<file path="src/rtl/mux2_rr_sel_ctrl_pkg.sv">
// mux2_rr_sel_ctrl_pkg: arbiter state encoding and select constants
package mux2_rr_sel_ctrl_pkg;
  typedef enum logic [1:0] {IDLE = 2'd0, GNT_A = 2'd1, GNT_B = 2'd2} state_e;
  localparam logic SEL_A = 1'b0;
  localparam logic SEL_B = 1'b1;
endpackage

</file>
<file path="src/rtl/mux2_rr_sel_ctrl.sv">
// mux2_rr_sel_ctrl: round-robin burst arbiter over sources A/B (req/data/last in, ack out) driving select s and a one-deep output register (o, o_valid, o_last, o_src, o_ready)
module mux2_rr_sel_ctrl
  import mux2_rr_sel_ctrl_pkg::*;
#(
  parameter int W = 8,
  parameter int MAX_BURST = 4
) (
  input  logic         clk,
  input  logic         rst,
  input  logic         a_req,
  input  logic [W-1:0] a_data,
  input  logic         a_last,
  output logic         a_ack,
  input  logic         b_req,
  input  logic [W-1:0] b_data,
  input  logic         b_last,
  output logic         b_ack,
  output logic         s,
  output logic [W-1:0] o,
  output logic         o_valid,
  output logic         o_last,
  output logic         o_src,
  input  logic         o_ready
);
  localparam int CW = $clog2(MAX_BURST + 1);
  localparam logic [CW-1:0] CMAX = CW'(MAX_BURST);
  state_e state_q, state_d;
  logic ptr_q, ptr_d, s_q, s_d, o_valid_q, o_valid_d, o_last_q, o_last_d, o_src_q, o_src_d;
  logic [CW-1:0] cnt_q, cnt_d;
  logic [W-1:0] o_q, o_d, in_data;
  logic ld, req, gnt_b, xfer, eob, in_last;
  assign ld = !o_valid_q || o_ready;
  assign a_ack = state_q == GNT_A && ld;
  assign b_ack = state_q == GNT_B && ld;
  assign xfer = (a_req && a_ack) || (b_req && b_ack);
  // s is already valid in every grant cycle, so it steers the input side too
  assign in_data = s_q ? b_data : a_data;
  assign in_last = s_q ? b_last : a_last;
  assign eob = xfer && (in_last || cnt_q + CW'(1) == CMAX);
  assign req = a_req || b_req;
  assign gnt_b = b_req && (!a_req || ptr_q == SEL_B);
  always_comb begin
    state_d = state_q;
    s_d = s_q;
    ptr_d = ptr_q;
    cnt_d = cnt_q;
    if (state_q == IDLE) begin
      state_d = req ? (gnt_b ? GNT_B : GNT_A) : IDLE;
      s_d = req ? gnt_b : s_q;
    end else if (xfer) begin
      state_d = eob ? IDLE : state_q;
      cnt_d = eob ? '0 : cnt_q + CW'(1);
      ptr_d = eob ? (s_q ? SEL_A : SEL_B) : ptr_q;
    end
    o_d = xfer ? in_data : o_q;
    o_last_d = xfer ? in_last : o_last_q;
    o_src_d = xfer ? s_q : o_src_q;
    o_valid_d = xfer || (o_valid_q && !o_ready);
  end
  always_ff @(posedge clk) begin
    if (rst) begin
      state_q <= IDLE;
      s_q <= SEL_A;
      ptr_q <= SEL_A;
      cnt_q <= '0;
      o_q <= '0;
      o_valid_q <= 1'b0;
      o_last_q <= 1'b0;
      o_src_q <= 1'b0;
    end else begin
      state_q <= state_d;
      s_q <= s_d;
      ptr_q <= ptr_d;
      cnt_q <= cnt_d;
      o_q <= o_d;
      o_valid_q <= o_valid_d;
      o_last_q <= o_last_d;
      o_src_q <= o_src_d;
    end
  end
  assign s = s_q;
  assign o = o_q;
  assign o_valid = o_valid_q;
  assign o_last = o_last_q;
  assign o_src = o_src_q;
endmodule

</file>
<file path="config.mk">
export PLATFORM = sky130hd
export DESIGN_NAME = mux2_rr_sel_ctrl
export DESIGN_NICKNAME = d
export VERILOG_FILES = /design/src/rtl/mux2_rr_sel_ctrl_pkg.sv /design/src/rtl/mux2_rr_sel_ctrl.sv
export SDC_FILE = /design/constraint.sdc
export NUM_CORES = 1
export LEC_CHECK = 0
export BUFFER_PORTS_ARGS = -buffer_cell sky130_fd_sc_hd__buf_2
export CAP_MARGIN = 10
export CORE_MARGIN = 2
export CORE_UTILIZATION = 40
export CTS_CLUSTER_DIAMETER = 100
export DETAILED_ROUTE_END_ITERATION = 16
export HOLD_SLACK_MARGIN = 0.12
export PLACE_DENSITY = 0.69
export RECOVER_POWER = 25
export SLEW_MARGIN = 20
export SYNTH_ARGS = -nofsm -noshare
export SYNTH_HDL_FRONTEND = slang
export SYNTH_SLANG_ARGS = --single-unit
</file>
<file path="constraint.sdc">
create_clock -name clk -period 2.3 [get_ports clk]
set_input_delay 0.115 -clock clk [delete_from_list [all_inputs] [get_ports clk]]
set_output_delay 0.115 -clock clk [all_outputs]
set_load 0.03 [all_outputs]
</file>
==> flow_metrics.env <==
export IMPL_outcome="completed"
export IMPL_finalCritPeriodShare_pct=61.19
export IMPL_r2r_cells=5
export IMPL_syn_inst=91
export IMPL_netlist_top_cells_area="dfxtp_1 (42%), mux2i_1 (9.4%), a211oi_1 (7.9%), nor2_1 (5.7%), a21oi_1 (4.7%)"
export IMPL_synthFlopType="dfxtp_1"
export IMPL_crit_path_start_kind="flip-flop"
export IMPL_cts_tree="yes"
export IMPL_r2r_end="ptr_q$_SDFFE_PP0P_"
export IMPL_worstPathArrival_ns=1.63
export IMPL_slowest_delay_ns=0.38
export IMPL_crit_end="ptr_q$_SDFFE_PP0P_"
export IMPL_cpMaxStageDelayCell="dfxtp_1"
export IMPL_startpoint="cnt_q[0]$_SDFFE_PP0P_"
export IMPL_holdBufCountCts=0
export IMPL_synth_top_area_cell="dfxtp_1"
export IMPL_synth_area_um2=852.1
export IMPL_ant_nets=0
export IMPL_via_per_inst=5.090
export IMPL_p_leak_nw=0.4732
export IMPL_cts_resized=0
export IMPL_skew_ns=0.006420
export IMPL_pin_count=37
export IMPL_ys_seq_area_share_pct=42.29
export IMPL_dp_cells=151
export IMPL_n_antenna_cell=0
export IMPL_wl_per_cell_um=10.85
export IMPL_syn_avg_cell_area_um2=9.363
export IMPL_numPortBuffers=36
export IMPL_cts_sinks=18
export IMPL_fp_dieH_um=50.16
export IMPL_finalCriticalPeriod_ns=1.407
export IMPL_r2r_slack_ns=0.89
export IMPL_clk_path_buf_depth=2
export IMPL_tightest_slew_ns=0.3822
export IMPL_rows=16
export IMPL_firstDrtPassIters=4
export IMPL_cp_required_ns=2.52
export IMPL_layout_drive_gt1_share_pct=31.25
export IMPL_clkLatencyLatePin_ns=0.29
export IMPL_finalSetupViolations=0
export IMPL_cts_root_buffer="clkbuf_4"
export IMPL_wl_mm=1.681
export IMPL_synthDominantCellAreaShare_pct=42.29
export IMPL_drt_iter0_markers=4
export IMPL_holdWs_ns=0.1476
export IMPL_initial_core_util_pct=42.99
export IMPL_synth_nets=116
export IMPL_grt_first_pass_wirelength_mm=2.808
export IMPL_overflow=0
export IMPL_maxCapViolCount=0
export IMPL_slew_violations=0
export IMPL_async_reset_ff_share_pct=0
export IMPL_ir_drop_mv=0.3953
export IMPL_ys_types=25
export IMPL_synth_edf_count=0
export IMPL_place_congestion=0.7097
export IMPL_grt_setup_unrepaired="false"
export IMPL_vias=789
export IMPL_areaGrowthSynthToFinish_pct=27.31
export IMPL_grt_util_all_layers_pct=14.41
export IMPL_clk_pin_slew_ns=0.10
export IMPL_die_area_um2=2516
export IMPL_hold_violations=0
export IMPL_antenna_found_initial=0
export IMPL_die_x_um=50.16
export IMPL_fin_nets=154
export IMPL_drc=0
export IMPL_cellPowerDensity_nw_per_um2=687.4
export IMPL_max_freq_ghz=0.7105
export IMPL_min_path_type="in -> reg"
export IMPL_first_global_vias=684
export IMPL_postCtsSetupBuffers=0
export IMPL_post_synth_top_count_cell="dfxtp_1"
export IMPL_crit_chain="ha_1 > xor2_1 > a21oi_2 > or3_1 > a21oi_1"
export IMPL_fin_cells=155
export IMPL_synth_seq_cells=18
export IMPL_synth_common_cells="dfxtp_1 (18), nor2_1 (13), a211oi_1 (9)"
export IMPL_slew_headroom_pct=74.46
export IMPL_hpwl_mm=1.295
export IMPL_critPathMaxFanout=7
export IMPL_final_setup_tns_ns=0
export IMPL_cts_htree_levels=1
export IMPL_cts_made_buffers=3
export IMPL_worstSetupPathType="reg -> reg"
export IMPL_coreArea_um2=1982
export IMPL_grt_max_degree=23
export IMPL_ys_warn_count=0
export IMPL_r2r_start="cnt_q[0]$_SDFFE_PP0P_"
export IMPL_end_kind="flip-flop"
[kinds of logic (layout without fill, tap and decap cells)]
group / after synthesis / count (layout) / share of synthesized area (%)
AOI/OAI and AO/OA: 25 / 25 / 19.68
xor gates and xnor gates: 1 / 1 / 1.028
adders and majority gates: 2 / 2 / 2.936
buffers and inverters: 5 / 42 / 2.642
DFF: 18 / 18 / 42.29
muxes: 9 / 9 / 10.72
and+or+nand+nor: 31 / 31 / 20.71
[critical path: cells and delay by family, from the launching register on]
| kind | cells | cell delay, ns |
|---|---|---|
| adder cells (fa/ha/maj) | 1 | 0.22 |
| AO/OA/AOI/OAI | 2 | 0.25 |
| XOR/XNOR | 1 | 0.19 |
| flip-flops | 1 | 0.38 |
| AND/OR/NAND/NOR | 1 | 0.31 |
[where the power goes]
part | switching, W | internal (W) | total, W
logic | 0.000124 | 0.0000762 | 0.000200
clock network | 0.0000905 | 0.0000964 | 0.000187
registers | 0.0000192 | 0.000339 | 0.000359
total | 0.000234 | 0.000512 | 0.000746
[how the worst min path moves through the flow]
stage | from | end | slack [ns] | cells after the start
2_1_floorplan | b_req | s$_SDFFE_PP0P_ | 0.29 | 2
3_3_place_gp | o_src$_SDFFE_PP0P_ | o_src$_SDFFE_PP0P_ | 0.45 | 2
3_5_place_dp | o_src$_SDFFE_PP0P_ | o_src$_SDFFE_PP0P_ | 0.46 | 2
4_1_cts | a_data[4] | o[4]$_SDFFE_PP0P_ | 0.15 | 3
5_1_grt | a_data[0] | o[0]$_SDFFE_PP0P_ | 0.15 | 3
6_report | a_data[4] | o[4]$_SDFFE_PP0P_ | 0.15 | 3
[metal layers]
layer / global-route usage (%) / wire length, um
met1: 17.44 / 744
met2: 24.56 / 808
met3: 3.274 / 103
met4: 5.556 / 24
met5: 0 / 0
[layout by cell type (no fill, tap or decap), types with 2 or more instances in the layout]
cell type	count
buf_4	2
nand3b_4	2
buf_2	28
a211oi_1	9
a21oi_2	2
dfxtp_1	18
nor2_1	13
clkbuf_4	3
nand2_1	6
a21oi_1	8
o21ai_0	4
nor3b_1	2
mux2i_1	8
nand3_1	2
clkbuf_1	8
ha_1	2
[registers in the layout, indices dropped and copies added, names as in the netlist]
name,flops
o_last,1
ptr_q,1
cnt_q,3
o,8
o_valid,1
o_src,1
s,1
state_q,2
[through the flow]
| step | cell area (um^2) | utilization [%] | power [W] | setup WS [ns] |
|---|---|---|---|---|
| after floorplan | 852.1 | - | 0.0005097 | 0.8278 |
| after global placement | 1059 | 53.41 | 0.0005672 | 0.9762 |
| after detailed placement | 1059 | 53.41 | 0.0005726 | 0.8902 |
| after CTS | 1095 | 55.24 | 0.0007579 | 0.8708 |
| after global routing | 1085 | 54.73 | 0.0007953 | 0.7143 |
| final | 1085 | 54.73 | 0.0007457 | 0.8926 |
[layout make-up]
cell class	count	area, um^2
clock buffers	4	36.28
repair buffers	38	185.2
fillers	193	897.1
well taps	27	33.78
flip-flops and latches	18	360.3
multi-input cells	68	469.2
(Power assumes the default switching activity.)
